**src/rtl/fp_pkg.sv**
```systemverilog
// fp_pkg: shared encodings, operand classes and canonical
// special-value helpers for the IEEE-754 datapaths.
package fp_pkg;

  localparam logic [1:0] RND_RNE = 2'b00;
  localparam logic [1:0] RND_RTZ = 2'b01;
  localparam logic [1:0] RND_RUP = 2'b10;
  localparam logic [1:0] RND_RDN = 2'b11;

  localparam int FLG_INX = 0;
  localparam int FLG_UNF = 1;
  localparam int FLG_OVF = 2;
  localparam int FLG_INV = 3;

  typedef enum logic [1:0] {
    ZERO,
    NORM,
    INF,
    NAN
  } fp_class_e;

  // Helpers return the encoding in the low ew+sw+1 bits;
  // callers size-cast to their word width.
  function automatic logic [63:0] fp_qnan(
    input int ew,
    input int sw
  );
    logic [63:0] r;
    r = (((64'd1 << ew) - 64'd1) << sw)
      | (64'd1 << (sw - 1));
    return r;
  endfunction

  function automatic logic [63:0] fp_inf(
    input logic s,
    input int   ew,
    input int   sw
  );
    logic [63:0] r;
    r = ({63'd0, s} << (ew + sw))
      | (((64'd1 << ew) - 64'd1) << sw);
    return r;
  endfunction

  function automatic logic [63:0] fp_max(
    input logic s,
    input int   ew,
    input int   sw
  );
    logic [63:0] r;
    r = ({63'd0, s} << (ew + sw))
      | (((64'd1 << ew) - 64'd2) << sw)
      | ((64'd1 << sw) - 64'd1);
    return r;
  endfunction

endpackage

```
**src/rtl/fp_mult_pipe_round_pack.sv**
```systemverilog
// fp_round_pack: normalise, round, range-check and pack a raw
// significand product. Flags only exist with FP_MULT_FLAGS_EN.
module fp_round_pack
  import fp_pkg::*;
#(
  parameter int EXP_WIDTH = 8,
  parameter int SIG_WIDTH = 23
) (
  input  logic                          sign,
  input  logic [1:0]                    rnd,
  input  logic signed [EXP_WIDTH+1:0]   exp,
  input  logic [2*SIG_WIDTH+1:0]        prod,
  output logic [EXP_WIDTH+SIG_WIDTH:0]  result,
  output logic [3:0]                    flags
);

  localparam int W   = 1 + EXP_WIDTH + SIG_WIDTH;
  localparam int PW  = 2 * SIG_WIDTH + 2;
  localparam int EW2 = EXP_WIDTH + 2;
  localparam logic signed [EW2-1:0] EXP_MAX =
    EW2'((1 << EXP_WIDTH) - 1);
  localparam logic signed [EW2-1:0] EXP_ZERO = '0;

  logic [PW-1:0]          norm;
  logic [SIG_WIDTH-1:0]   frac;
  logic [SIG_WIDTH-1:0]   frac_r;
  logic [SIG_WIDTH+1:0]   sum;
  logic signed [EW2-1:0]  exp_n;
  logic signed [EW2-1:0]  exp_r;
  logic g, t, inc, ovf, unf, to_inf;

  always_comb begin
    norm  = prod[PW-1] ? prod : (prod << 1);
    exp_n = exp + EW2'(prod[PW-1]);
    frac  = norm[PW-2 -: SIG_WIDTH];
    g     = norm[PW-2-SIG_WIDTH];
    t     = |norm[PW-3-SIG_WIDTH:0];
    unique case (rnd)
      RND_RNE: inc = g & (frac[0] | t);
      RND_RUP: inc = (g | t) & ~sign;
      RND_RDN: inc = (g | t) & sign;
      default: inc = 1'b0;
    endcase
    // a rounding carry leaves 1.000..0 one binade up
    sum    = {2'b01, frac} + (SIG_WIDTH+2)'(inc);
    frac_r = sum[SIG_WIDTH+1] ? sum[SIG_WIDTH:1]
                              : sum[SIG_WIDTH-1:0];
    exp_r  = exp_n + EW2'(sum[SIG_WIDTH+1]);
    ovf    = exp_r >= EXP_MAX;
    unf    = exp_r <= EXP_ZERO;
    to_inf = (rnd == RND_RNE)
           | ((rnd == RND_RUP) & ~sign)
           | ((rnd == RND_RDN) & sign);
    if (ovf) begin
      result = to_inf ? W'(fp_inf(sign, EXP_WIDTH, SIG_WIDTH))
                      : W'(fp_max(sign, EXP_WIDTH, SIG_WIDTH));
    end else if (unf) begin
      result = {sign, {(W-1){1'b0}}};
    end else begin
      result = {sign, exp_r[EXP_WIDTH-1:0], frac_r};
    end
  end

`ifdef FP_MULT_FLAGS_EN
  always_comb begin
    flags          = '0;
    flags[FLG_OVF] = ovf;
    flags[FLG_UNF] = unf;
    flags[FLG_INX] = ovf | unf | g | t;
  end
`else
  assign flags = '0;
`endif

endmodule

```
**src/rtl/fp_mult_pipe.sv**
```systemverilog
// fp_mult_pipe: 3-stage IEEE-754 multiplier with valid/ready.
// Define FP_MULT_FLAGS_EN to build the exception flags.
module fp_mult_pipe
  import fp_pkg::*;
#(
  parameter  int EXP_WIDTH = 8,
  parameter  int SIG_WIDTH = 23,
  localparam int WIDTH     = 1 + EXP_WIDTH + SIG_WIDTH
) (
  input  logic             clk,
  input  logic             rst,
  input  logic             in_valid,
  output logic             in_ready,
  input  logic [WIDTH-1:0] a,
  input  logic [WIDTH-1:0] b,
  input  logic [1:0]       rnd,
  output logic             out_valid,
  input  logic             out_ready,
  output logic [WIDTH-1:0] result,
  output logic [3:0]       flags
);

  localparam int EW2 = EXP_WIDTH + 2;
  localparam int MW  = SIG_WIDTH + 1;
  localparam int PW  = 2 * SIG_WIDTH + 2;
  localparam logic [EW2-1:0] BIAS =
    EW2'((1 << (EXP_WIDTH - 1)) - 1);

  logic adv, v1, v2;
  fp_class_e ca, cb;

  logic             s1_sign;
  logic [1:0]       s1_rnd;
  logic [EW2-1:0]   s1_exp;
  fp_class_e        s1_ca, s1_cb;
  logic [MW-1:0]    s1_ma, s1_mb;

  logic                  s2_sign;
  logic [1:0]            s2_rnd;
  logic signed [EW2-1:0] s2_exp;
  fp_class_e             s2_ca, s2_cb;
  logic [PW-1:0]         s2_prod;

  logic [WIDTH-1:0] rp_result, s3_result;
  logic [3:0]       rp_flags;
  logic is_nan, is_inf, is_zero;

  function automatic fp_class_e classify(
    input logic [WIDTH-1:0] x
  );
    if (x[WIDTH-2:SIG_WIDTH] == '0) return ZERO;
    if (&x[WIDTH-2:SIG_WIDTH])
      return (x[SIG_WIDTH-1:0] == '0) ? INF : NAN;
    return NORM;
  endfunction

  assign adv      = ~out_valid | out_ready;
  assign in_ready = adv;
  assign ca       = classify(a);
  assign cb       = classify(b);

  always_ff @(posedge clk) begin
    if (rst) begin
      v1        <= 1'b0;
      v2        <= 1'b0;
      out_valid <= 1'b0;
      result    <= '0;
    end else if (adv) begin
      v1        <= in_valid;
      v2        <= v1;
      out_valid <= v2;
      if (v2) result <= s3_result;
    end
  end

  always_ff @(posedge clk) begin
    if (adv) begin
      s1_sign <= a[WIDTH-1] ^ b[WIDTH-1];
      s1_rnd  <= rnd;
      s1_exp  <= EW2'(a[WIDTH-2:SIG_WIDTH])
               + EW2'(b[WIDTH-2:SIG_WIDTH]) - BIAS;
      s1_ca   <= ca;
      s1_cb   <= cb;
      s1_ma   <= {1'b1, a[SIG_WIDTH-1:0]};
      s1_mb   <= {1'b1, b[SIG_WIDTH-1:0]};
      s2_sign <= s1_sign;
      s2_rnd  <= s1_rnd;
      s2_exp  <= s1_exp;
      s2_ca   <= s1_ca;
      s2_cb   <= s1_cb;
      s2_prod <= PW'(s1_ma) * PW'(s1_mb);
    end
  end

  fp_round_pack #(
    .EXP_WIDTH (EXP_WIDTH),
    .SIG_WIDTH (SIG_WIDTH)
  ) u_round_pack (
    .sign   (s2_sign),
    .rnd    (s2_rnd),
    .exp    (s2_exp),
    .prod   (s2_prod),
    .result (rp_result),
    .flags  (rp_flags)
  );

  assign is_nan  = (s2_ca == NAN) | (s2_cb == NAN)
                 | ((s2_ca == ZERO) & (s2_cb == INF))
                 | ((s2_ca == INF) & (s2_cb == ZERO));
  assign is_inf  = (s2_ca == INF) | (s2_cb == INF);
  assign is_zero = (s2_ca == ZERO) | (s2_cb == ZERO);

  always_comb begin
    s3_result = rp_result;
    if (is_nan)
      s3_result = WIDTH'(fp_qnan(EXP_WIDTH, SIG_WIDTH));
    else if (is_inf)
      s3_result = WIDTH'(fp_inf(s2_sign, EXP_WIDTH, SIG_WIDTH));
    else if (is_zero)
      s3_result = {s2_sign, {(WIDTH-1){1'b0}}};
  end

`ifdef FP_MULT_FLAGS_EN
  logic [3:0] s3_flags;

  always_comb begin
    s3_flags = rp_flags;
    if (is_nan) begin
      s3_flags          = '0;
      s3_flags[FLG_INV] = 1'b1;
    end else if (is_inf | is_zero) begin
      s3_flags = '0;
    end
  end

  always_ff @(posedge clk) begin
    if (rst)            flags <= '0;
    else if (adv && v2) flags <= s3_flags;
  end
`else
  // fp_round_pack ties its flags to zero in this build
  assign flags = rp_flags;
`endif

endmodule
```
**config.mk**
```make
export PLATFORM = sky130hd
export DESIGN_NAME = fp_mult_pipe
export DESIGN_NICKNAME = d
export VERILOG_FILES = /design/src/rtl/fp_pkg.sv /design/src/rtl/fp_mult_pipe_round_pack.sv /design/src/rtl/fp_mult_pipe.sv
export SDC_FILE = /design/constraint.sdc
export NUM_CORES = 2
export LEC_CHECK = 0
export ABC_AREA = 1
export CORE_ASPECT_RATIO = 1.75
export CORE_MARGIN = 2
export CORE_UTILIZATION = 35
export DETAILED_ROUTE_END_ITERATION = 10
export PLACE_DENSITY = 0.5
export SLEW_MARGIN = 10
export SYNTH_ARGS = -nofsm -noshare
export SYNTH_HDL_FRONTEND = slang
export SYNTH_SLANG_ARGS = --single-unit
```
**constraint.sdc**
```tcl
create_clock -name clk -period 7.2 [get_ports clk]
set_input_delay 1.44 -clock clk [delete_from_list [all_inputs] [get_ports clk]]
set_output_delay 1.44 -clock clk [all_outputs]
set_load 0.02 [all_outputs]
```
==> impl_results.md <==
- H-Tree Depth: 4
- Synth Area per Inst: 8.33 sq um
- Mapped Area: 26,500 sq um
- Share of cells above drive strength 1: 6.10%
- DRC Markers: 0
- Commonest non-fill, non-tap cells in the layout: inv_1, nand2_1, fa_1, ha_1, edfxtp_1
- Netlist cell types: 46
- Vias in the first global route: 21,600
- Core area: 75,100 sq um
- Initial Util: 35.3%
- Area share of the largest cell type after synthesis: 36.5%
- Setup-failing EPs final: 0
- Slew HR: 33.9%
- Total Wirelength: 81.0 mm
- Die area: 78,100 sq um
- Maximum clock frequency: 144 MHz
- Routed vias: 20,300
- CTS clk-pin slew, worst paths: 0.09 ns
- CTS tree: yes
- Worst hold path class: register to register
- Gr usage total: 21.6%
- Post-layout min period: 6.93 ns
- Least-Margin Pin Slew: 0.992 ns
- DR WL/cell: 18.6 um
- Post-synth EDFFs: 128
- Worst path required time: 7.47 ns
- Setup_tns: 0 ns
- Largest net degree at the start of global routing: 69
- RSZ-0062 raised after global routing: no
- Chip width: 212 um
- Root Driver: clkbuf_16
- Register area: 4540 sq um
- Worst endpoint data arrival time: 7.20 ns
- DR iter-0 viols: 1,050
- Synth Warn #: 0
- Seq cells post-synth: 163
- Hold buffers post-CTS: 0
- Post-synth ARST share: 0%
- Placer Congestion: 0.886
- Num Clock Sinks: 163
- # IOs: 108
- Peak fanout along the critical path: 7
- Commonest non-fill, non-tap cell in the layout: inv_1
- Nets: 4,080
- Worst Skew: 0.0195 ns
- Setup Crit Path Kind: register to register
- Sequential element share of the synthesized area: 17.1%
- Period utilisation layout: 96.3%
- Port-buffer cells: 103
- CTS max path bufs: 2
- Flop2flop setup slack: 0.27 ns
- Top cells by area, synth: fa_1, edfxtp_1, inv_1, nand2_1, ha_1
- Grt total ovfl: 0
- First-pass GRT wire length: 124 mm
- Die Y: 368 um
- FILL cells: 7,742
- DP Wirelength: 67.9 mm
- CTS Buf Count: 17
- First drt pass iteration count: 5
- DR vias/cell: 4.67
- Post-DRT Antenna Nets: 0
- Area Overhead vs Synth: 14.4%
- Site row count: 133
- Max Slew Vio Count: 0
- Crit start category: register
- Yosys top cell by area: fa_1
- Crit end category: register
- Main synth FF type: edfxtp_1
- Final hold violations: 0
- Status: finished clean
- Latest clock arrival within the worst-skew pair: 0.52 ns
- Cells after Synth: 3,185
- Multi-input gate area: 18,000 sq um
- Initial antenna violation count: 1
- Max Cap Violations: 0
## layer usage
metal | vias to the layer above | global-route usage (%) | wire length, um
met1 | 10100 | 22.1 | 28600
li1 | 9610 | - | -
met2 | 444 | 41.6 | 45000
met5 | - | 0 | 0
met4 | 0 | 12.7 | 4960
met3 | 161 | 2.46 | 2380
## stage by stage
step	setup WS [ns]	area (sq um)	utilization, %	hold slack (ns)	std cells
floorplan	0.924	26500	-	0.400	3188
global placement	0.00801	29600	39.4	0.401	4313
detailed placement	0.0709	29600	39.4	0.405	4313
CTS	0.0188	30200	40.2	0.410	4345
global route	0.00211	30300	40.4	0.414	4359
finish	0.267	30300	40.4	0.406	4360
## registers in the layout, indices dropped and copies added, names as in the netlist
signal	count
s2_rnd	2
s1_cb	2
v1	1
v2	1
result	32
s2_sign	1
s1_sign	1
s1_mb	23
s2_cb	2
s1_ca	2
out_valid	1
s2_prod	48
s1_rnd	2
s1_ma	23
s2_exp	10
s2_ca	2
s1_exp	10
## path summary, 6_finish.rpt
kind                            cells after the start                start                    end
worst max-delay path                               24  s1_mb[12]$_DFFE_PN_  s2_prod[47]$_DFFE_PN_
worst min-delay path                                0  s1_exp[5]$_DFFE_PN_    s2_exp[5]$_DFFE_PN_
worst max register to register                     24  s1_mb[12]$_DFFE_PN_  s2_prod[47]$_DFFE_PN_
worst min register to register                      0  s1_exp[5]$_DFFE_PN_    s2_exp[5]$_DFFE_PN_
## cell usage after synthesis (all sizes together), types with 3 or more instances
cell	n
nand3	57
o21bai	3
nor3	16
nand3b	7
o21ai	69
inv	927
nand2	784
xnor2	18
buf	20
nor2	99
edfxtp	128
a21oi	108
fa	483
xor2	50
o211ai	3
a31oi	8
nor4	27
ha	193
nand4	34
dfxtp	35
clkbuf	100
## cell type report
type                       instances  area share, %
clock buffer                      17           1.40
antenna                            1        0.00825
clock inverter                    15          0.619
sequential                       163           15.0
timing repair buffer             247           8.03
tap                             1012           4.17
multi-input combinational       1978           59.3
inverter                         927           11.5
## worst max-delay path, cell delays in order, from the launching register on
cell       delay (ns)
edfxtp_1         0.69
buf_4            0.30
nand2_1          0.07
inv_1            0.05
fa_1             0.60
inv_1            0.07
fa_1             0.47
inv_1            0.06
fa_1             0.52
fa_1             0.58
fa_1             0.43
fa_1             0.49
inv_1            0.05
fa_1             0.47
inv_1            0.04
ha_1             0.34
a21oi_1          0.17
inv_1            0.07
a31oi_1          0.26
o21ai_0          0.16
a31oi_1          0.21
nand3_1          0.19
nand3_1          0.12
o2111ai_1        0.12
xor2_1           0.16
## kinds of logic after synthesis
logic type	share of synthesized area (%)
AO/OA/AOI/OAI	4.11
XOR/XNOR	2.25
adder cells (fa/ha/maj)	45.6
buffers and inverters	15.1
flip-flops	17.1
multiplexers	0.0755
other	0.0141
AND/OR/NAND/NOR	15.8
## what timing repair did
action | CTS | global route
resized for setup | 0 | 5
setup buffers | 0 | 14
endpoints found under the setup margin | 0 | 13
Power is not shown: default switching activity piles up to over one toggle a cycle in this logic, so the estimate is an artifact.
